## config.mk

```make
export PLATFORM = sky130hd
export DESIGN_NAME = cic_comp_deci2
export DESIGN_NICKNAME = d
export VERILOG_FILES = /design/src/rtl/cic_comp_deci2.sv
export SDC_FILE = /design/constraint.sdc
export NUM_CORES = 1
export LEC_CHECK = 0
export ABC_AREA = 1
export CAP_MARGIN = 40
export CORE_ASPECT_RATIO = 0.9
export CORE_UTILIZATION = 59
export DETAILED_ROUTE_END_ITERATION = 7
export GPL_ROUTABILITY_DRIVEN = 0
export PLACE_DENSITY = 0.81
export SLEW_MARGIN = 0
export SYNTH_ARGS = -nofsm -noshare
export SYNTH_HDL_FRONTEND = slang
export SYNTH_SLANG_ARGS = --single-unit
```

## constraint.sdc

```tcl
create_clock -name clk -period 7.55 [get_ports clk]
set_input_delay 2.265 -clock clk [delete_from_list [all_inputs] [get_ports clk]]
set_output_delay 2.265 -clock clk [all_outputs]
set_load 0.02 [all_outputs]
```

## src/rtl/cic_comp_deci2.sv

```systemverilog
// CIC compensation FIR with decimation by 2: one registered multiplier, one accumulator.
// Optional macro CIC_COMP_SAT_EN selects output saturation instead of two's-complement wrap.
module cic_comp_deci2 #(
    parameter int W    = 10,
    parameter int CW   = 16,
    parameter int TAPS = 15
) (
    input  logic                        clk,
    input  logic                        rst,
    input  logic                        in_en,
    input  logic signed [W-1:0]         in,
    input  logic                        coef_we,
    input  logic [$clog2(TAPS)-1:0]     coef_addr,
    input  logic signed [CW-1:0]        coef_data,
    output logic signed [W-1:0]         out,
    output logic                        out_valid,
    output logic                        busy,
    output logic                        overrun
);
    localparam int AW    = $clog2(TAPS);
    localparam int DEPTH = 2 ** $clog2(TAPS + 2);
    localparam int PW    = $clog2(DEPTH);
    localparam int ACCW  = W + CW + AW;
    localparam int RW    = ACCW - (CW - 1);
    localparam logic [AW-1:0]        LAST = AW'(TAPS - 1);
    localparam logic signed [CW-1:0] UNITY = CW'(2 ** (CW - 1) - 1);
    localparam logic signed [RW-1:0] RMAX = RW'(2 ** (W - 1) - 1);
    localparam logic signed [RW-1:0] RMIN = ~RMAX;

    typedef enum logic [1:0] {IDLE, MAC, FLUSH, OUT} state_t;
    state_t state, state_nxt;

    logic signed [W-1:0]      sbuf [DEPTH];
    logic signed [CW-1:0]     coef [TAPS];
    logic [PW-1:0]            wp, base, rd_addr;
    logic                     phase, trig, trig_q;
    logic [AW-1:0]            tap;
    logic                     mac_en, out_load, prod_v;
    logic signed [W+CW-1:0]   prod;
    logic signed [ACCW-1:0]   acc, rsum;
    logic signed [RW-1:0]     rnd;
    logic signed [W-1:0]      res;

    assign trig = in_en & phase;

    always_ff @(posedge clk) begin
        if (rst) begin
            for (int unsigned i = 0; i < DEPTH; i++) sbuf[i] <= '0;
            wp    <= '0;
            phase <= 1'b0;
        end else if (in_en) begin
            sbuf[wp] <= in;
            wp       <= wp + PW'(1);
            phase    <= ~phase;
        end
    end

    always_ff @(posedge clk) begin
        if (rst) begin
            for (int unsigned i = 0; i < TAPS; i++) coef[i] <= (i == TAPS / 2) ? UNITY : '0;
        end else if (coef_we && coef_addr <= LAST) begin
            coef[coef_addr] <= coef_data;
        end
    end

    // A trigger seen while busy still stores its sample but never starts a pass.
    always_ff @(posedge clk) begin
        if (rst) begin
            trig_q  <= 1'b0;
            base    <= '0;
            overrun <= 1'b0;
        end else begin
            trig_q <= trig & ~busy;
            if (trig & ~busy) base <= wp;
            if (trig & busy) overrun <= 1'b1;
        end
    end

    always_ff @(posedge clk) begin
        if (rst) state <= IDLE;
        else     state <= state_nxt;
    end

    always_comb begin
        state_nxt = state;
        case (state)
            IDLE:    if (trig_q) state_nxt = MAC;
            MAC:     if (tap == LAST) state_nxt = FLUSH;
            FLUSH:   state_nxt = OUT;
            OUT:     state_nxt = IDLE;
            default: state_nxt = IDLE;
        endcase
    end

    always_comb begin
        mac_en   = (state == MAC);
        out_load = (state == OUT);
        busy     = (state != IDLE) | out_valid;
    end

    assign rd_addr = base - PW'(tap);

    always_ff @(posedge clk) begin
        if (rst || !mac_en) tap <= '0;
        else                tap <= tap + AW'(1);
    end

    always_ff @(posedge clk) begin
        if (rst) begin
            prod   <= '0;
            prod_v <= 1'b0;
            acc    <= '0;
        end else begin
            prod   <= (W + CW)'(sbuf[rd_addr]) * (W + CW)'(coef[tap]);
            prod_v <= mac_en;
            if (trig_q)      acc <= '0;
            else if (prod_v) acc <= acc + ACCW'(prod);
        end
    end

    assign rsum = acc + ACCW'(2 ** (CW - 2));
    assign rnd  = rsum[ACCW-1:CW-1];

    always_comb begin
        res = rnd[W-1:0];
`ifdef CIC_COMP_SAT_EN
        if (rnd > RMAX)      res = RMAX[W-1:0];
        else if (rnd < RMIN) res = RMIN[W-1:0];
`endif
    end

    always_ff @(posedge clk) begin
        if (rst) begin
            out       <= '0;
            out_valid <= 1'b0;
        end else begin
            out_valid <= out_load;
            if (out_load) out <= res;
        end
    end
endmodule
```

==> results of run 1 <==
## path summary, 6_finish.rpt
kind	start	slack [ps]	depth (start not counted)	endpoint
max	base[0]	420	32	prod[24]
min	acc[0]	480	2	acc[0]
max reg2reg	base[0]	420	32	prod[24]
min reg2reg	acc[0]	480	2	acc[0]
## per-layer routing
layer  vias up  track usage [%]  part of all wire, %
li1      12509                -                    -
met1     12988             39.3                   39
met2      1629             46.2                   46
met3       255             6.30                   11
met4         0             12.7                  4.1
met5         -                0                    0
## final cells by class
cell class / instances / area [um^2] / share of cell area (%)
Inverter: 358 / 1370 / 3.48
Multi-Input combinational cell: 2564 / 14700 / 37.5
Clock buffer: 81 / 1750 / 4.45
Tap cell: 783 / 980 / 2.49
Timing Repair Buffer: 109 / 1020 / 2.59
Clock inverter: 38 / 507 / 1.29
Sequential cell: 657 / 18900 / 48.2
## worst min-delay path: stages, from the launching register on
cell	delay, ps
dfxtp_1	310
nand2_1	60
a21oi_1	50
## cell families (layout without fill, tap and decap cells)
kind of cell | Yosys count | count (layout) | share of synthesized area [%]
compound gates | 552 | 552 | 9.83
fa+ha+maj | 236 | 236 | 11.0
flops | 657 | 657 | 52.3
other cells | 1 | 16 | 0.0104
buf+inv | 598 | 586 | 7.26
xor+xnor | 33 | 33 | 0.840
simple gates | 1727 | 1727 | 18.8
## sequential cells by signal, indices dropped and copies added (netlist names)
name	count
coef	256
base	5
prod	25
sbuf	320
tap	4
acc	25
wp	5
overrun	1
phase	1
trig_q	1
prod_v	1
out	10
out_valid	1
state	2
## cells in the final DEF (no fill, tap or decap), types with 44 or more instances in the layout
master and n:
a21oi_1 233, a22oi_1 44, buf_4 57, clkbuf_16 67
clkdlybuf4s50_1 46, dfxtp_1 79, edfxtp_1 576, fa_1 136
ha_1 98, inv_1 336, nand2_1 796, nand3_1 133
nor2_1 744, o21ai_0 100
## metrics by stage
step	hold slack (ps)	std cells	util (%)	setup slack (ps)	instance area, um^2
floorplan	445	3819	-	1040	36300
global placement	448	4465	61.3	534	36900
detailed placement	470	4470	61.4	487	37000
CTS	480	4589	65.2	411	39200
global route	520	4590	65.2	36.1	39300
finish	478	4590	65.2	424	39300
==> results.ini, run 1 <==
[run_status]
outcome = completed

[clock_network]
numCtsBuffers = 67
clkTransAtPathRegs_ps = 60
hold_buffers = 0
cts-root-buf = clkbuf_16
post-cts-setup-buffers = 0
clockBufferDepth = 3
h-tree-depth = 3
clkLatencyLatePin_ps = 650
cts_sinks = 657
cts_tree = done
post_cts_resized = 0

[setup_path]
path_buf_inv = 9
crit_arrival_ps = 7630
worstPathRequired_ps = 8060
crit_slowest_cell = fa_2
path_common_cell = inv_1
crit_path_start_kind = flip-flop
worstSetupEndpointType = flip-flop
critPathMaxFanout = 28
cp_slowest_stage_delay_ps = 560
critPathTopFamily = adder cells
crit_type = reg2reg

[run]
drv_cap = 0

[floorplanning]
die-area_um2 = 62300
start_util_pct = 60.1
die_w_um = 263
die_h_um = 237
rows = 85
core-area_um2 = 60200
io_pins = 47

[timing]
relSlewSlack_pct = 43.6
fin_crit_sh_pct = 94.4
finalSetupViolations = 0
tightest_slew_ps = 844
rsz0062_at_grt = false
max_freq_mhz = 140
final.setup.tns_ps = 0
clock_skew_ps = 37.1
fin_crit_ps = 7130
slew_violations = 0
hold_violations = 0

[layout]
fillers = 4570
diodes = 0
layout-drive-gt1-share_pct = 5.70
final_nets = 4027
area_delta_synth_final_pct = 8.50

[placement]
place_hpwl_um = 59000
numPortBuffers = 46

[synthesis]
synth_top_area_share_pct = 47.8
post-synth-top-area-cell = edfxtp_1
yosysWarnings = 0
synth.avg_cell_area_um2 = 9.51
yosysUniqueCellTypes = 56
yosysMostFrequentCell = nand2_1
synthCells = 3804
async_flop_share_pct = 0
synth-main-ff-cell = edfxtp_1
syn_area_um2 = 36200
ys_seq_area_share_pct = 52.3
ys_seq_elements = 657
synth_area_leaders = edfxtp_1 48%, nand2_1 8.3%, nor2_1 7.7%
synth_edf_count = 576
netlist_top_cells_count = 796 x nand2_1, 744 x nor2_1, 576 x edfxtp_1

[route]
drc = 0
ant_nets = 0
via_per_inst = 5.97
first_iter_violations = 3172
dr.pass1.iters = 6
wirelength_um = 90600
wl_per_cell_um = 19.7
dr_total_vias = 27381

[global_routing]
grt_usage_pct = 29.3
grt_overflow_total = 0
grt_start_max_net_pins = 121
first_global_vias = 26513
antenna_found_initial = 0
grt_pass1_wl_um = 143000

[hold_path]
hp-class = reg2reg

Power of run 1 is not shown: default switching activity piles up to over one toggle a cycle in this logic, so the estimate is an artifact.
==> run 2: changes to the inputs <==
--- a/config.mk
+++ b/config.mk
@@ -11,7 +11,7 @@
 export CORE_UTILIZATION = 59
 export DETAILED_ROUTE_END_ITERATION = 7
 export GPL_ROUTABILITY_DRIVEN = 0
-export PLACE_DENSITY = 0.81
+export PLACE_DENSITY = 0.76
 export SLEW_MARGIN = 0
 export SYNTH_ARGS = -nofsm -noshare
 export SYNTH_HDL_FRONTEND = slang
==> run 2 against run 1 <==
Register-to-register slack worse by 40 ps; setup slack worse by 39 ps; final cell count down 0.11%; wire length up 2.9%; largest cell class unchanged.
==> results.ini, run 2 (same netlist as run 1, synthesis figures left out) <==
[placement]
place_hpwl_um = 59700  ; was 59000 um
dp.cells = 4464  ; was 4470
numPortBuffers = 46  ; unchanged
place_area_um2 = 37000  ; about the same

[layout]
postLayoutCoreUtil_pct = 65.1  ; was 65.2%
largest_register = sbuf  ; unchanged
diodes = 0  ; unchanged
layout-drive-gt1-share_pct = 5.60  ; was 5.70%
layout_commonest_cell = nand2_1  ; unchanged
area_delta_synth_final_pct = 8.21  ; was 8.50%
reg_top3 = sbuf: 320 flops, coef: 256 flops  ; unchanged
final_cells = 4585  ; was 4590
final_nets = 4021  ; was 4027
finalInstanceArea_um2 = 39200  ; was 39300 um^2
layout_common_cells = 796 x nand2_1, 744 x nor2_1, 576 x edfxtp_1  ; unchanged
largest_register_ff_count = 320  ; unchanged

[route]
dr.pass1.iters = 6  ; unchanged
ant_nets = 0  ; unchanged
dr_total_vias = 27428  ; was 27381
first_iter_violations = 3547  ; was 3172
drc = 0  ; unchanged
wl_per_cell_um = 20.4  ; was 19.7 um
via_per_inst = 5.98  ; was 5.97
wirelength_um = 93300  ; was 90600 um

[clock_network]
clockBufferDepth = 3  ; unchanged
numCtsBuffers = 68  ; was 67
cts-root-buf = clkbuf_16  ; unchanged
cts_tree = done  ; unchanged
clkTransAtPathRegs_ps = 60  ; about the same
cts_sinks = 657  ; unchanged
post-cts-setup-buffers = 0  ; unchanged
clkLatencyLatePin_ps = 630  ; was 650 ps
h-tree-depth = 3  ; unchanged

[setup_path]
crit_path_start_kind = flip-flop  ; unchanged
worstRegToRegCells = 32  ; unchanged
crit_type = reg2reg  ; unchanged
crit_arrival_ps = 7680  ; was 7630 ps
r2r_slack_ps = 380  ; was 420 ps
worstSetupEndpointType = flip-flop  ; unchanged
crit_slowest_cell = fa_1  ; was fa_2
worstPathRequired_ps = 8060  ; about the same
r2r-end = prod[24]  ; unchanged
critPathMaxFanout = 57  ; was 28
cp_slowest_stage_delay_ps = 780  ; was 560 ps
regToRegStartpoint = base[0]  ; unchanged

[timing]
fin_crit_sh_pct = 94.9  ; was 94.4%
tightest_slew_ps = 948  ; was 844 ps
relSlewSlack_pct = 36.2  ; was 43.6%
slew_violations = 0  ; unchanged
final.setup.tns_ps = 0  ; unchanged
finalSetupViolations = 0  ; unchanged
hold_violations = 0  ; unchanged
clock_skew_ps = 27.9  ; was 37.1 ps
fin_crit_ps = 7170  ; was 7130 ps
rsz0062_at_grt = false  ; unchanged
max_freq_mhz = 140  ; about the same

[global_routing]
antenna_found_initial = 0  ; unchanged
grt_pass1_wl_um = 146000  ; was 143000 um
grt_start_max_net_pins = 132  ; was 121
grt_overflow_total = 0  ; unchanged
grt_usage_pct = 30.2  ; was 29.3%
first_global_vias = 26448  ; was 26513

[hold_path]
min_to = acc[0]  ; unchanged
holdPathStages = 2  ; unchanged
hp-class = reg2reg  ; unchanged
hold_start = acc[0]  ; unchanged

[floorplanning]
rows = 85  ; unchanged
core-area_um2 = 60200  ; unchanged
die_w_um = 263  ; unchanged
die-area_um2 = 62300  ; unchanged
die_h_um = 237  ; unchanged
start_util_pct = 60.1  ; unchanged
io_pins = 47  ; unchanged

[run]
drv_cap = 0  ; unchanged

[run_status]
outcome = completed  ; unchanged

## run 2: how the worst max path moves through the flow
stage	from	end	slack (ps)	depth (start not counted)
2_1_floorplan	tap[0]	prod[21]	1040	34
3_3_place_gp	base[0]	prod[21]	570	30
3_5_place_dp	base[0]	prod[21]	480	29
4_1_cts	base[0]	prod[21]	450	29
5_1_grt	base[0]	prod[24]	60	32
6_report	base[0]	prod[24]	380	32
## run 2: area by class of cell
type	instances	area [um^2]
inverter	358	1360
multi-input combinational	2564	14700
clock buffer	84	1770
tap	783	980
clock inverter	37	360
timing repair buffer	102	1050
fill	4676	21000
sequential	657	18900
## run 2: worst max-delay path, delay by kind of cell, from the launching register on
family	cells	cell delay [ps]
compound gates	3	640
fa+ha+maj	8	3710
buf+inv	9	920
flops	1	330
simple gates	12	1390
## run 2: layer usage
layer,GRT usage [%],up-vias,wire (um)
li1,-,12475,-
met1,42.7,13087,37200
met2,47.3,1629,42900
met3,4.49,237,9680
met4,11.8,0,3480
met5,0,-,0
## run 2: repair_timing
item,CTS,global route
setup endpoints to repair,0,2
hold buffers,0,0
gates resized for setup,0,3
## run 2: stage by stage
step                hold WS, ps  setup slack, ps
CTS                         475              451
floorplan                   445             1040
global placement            453              569
global route                509             55.2
finish                      469              385
detailed placement          466              481
Power of run 2 is left out for the same reason.
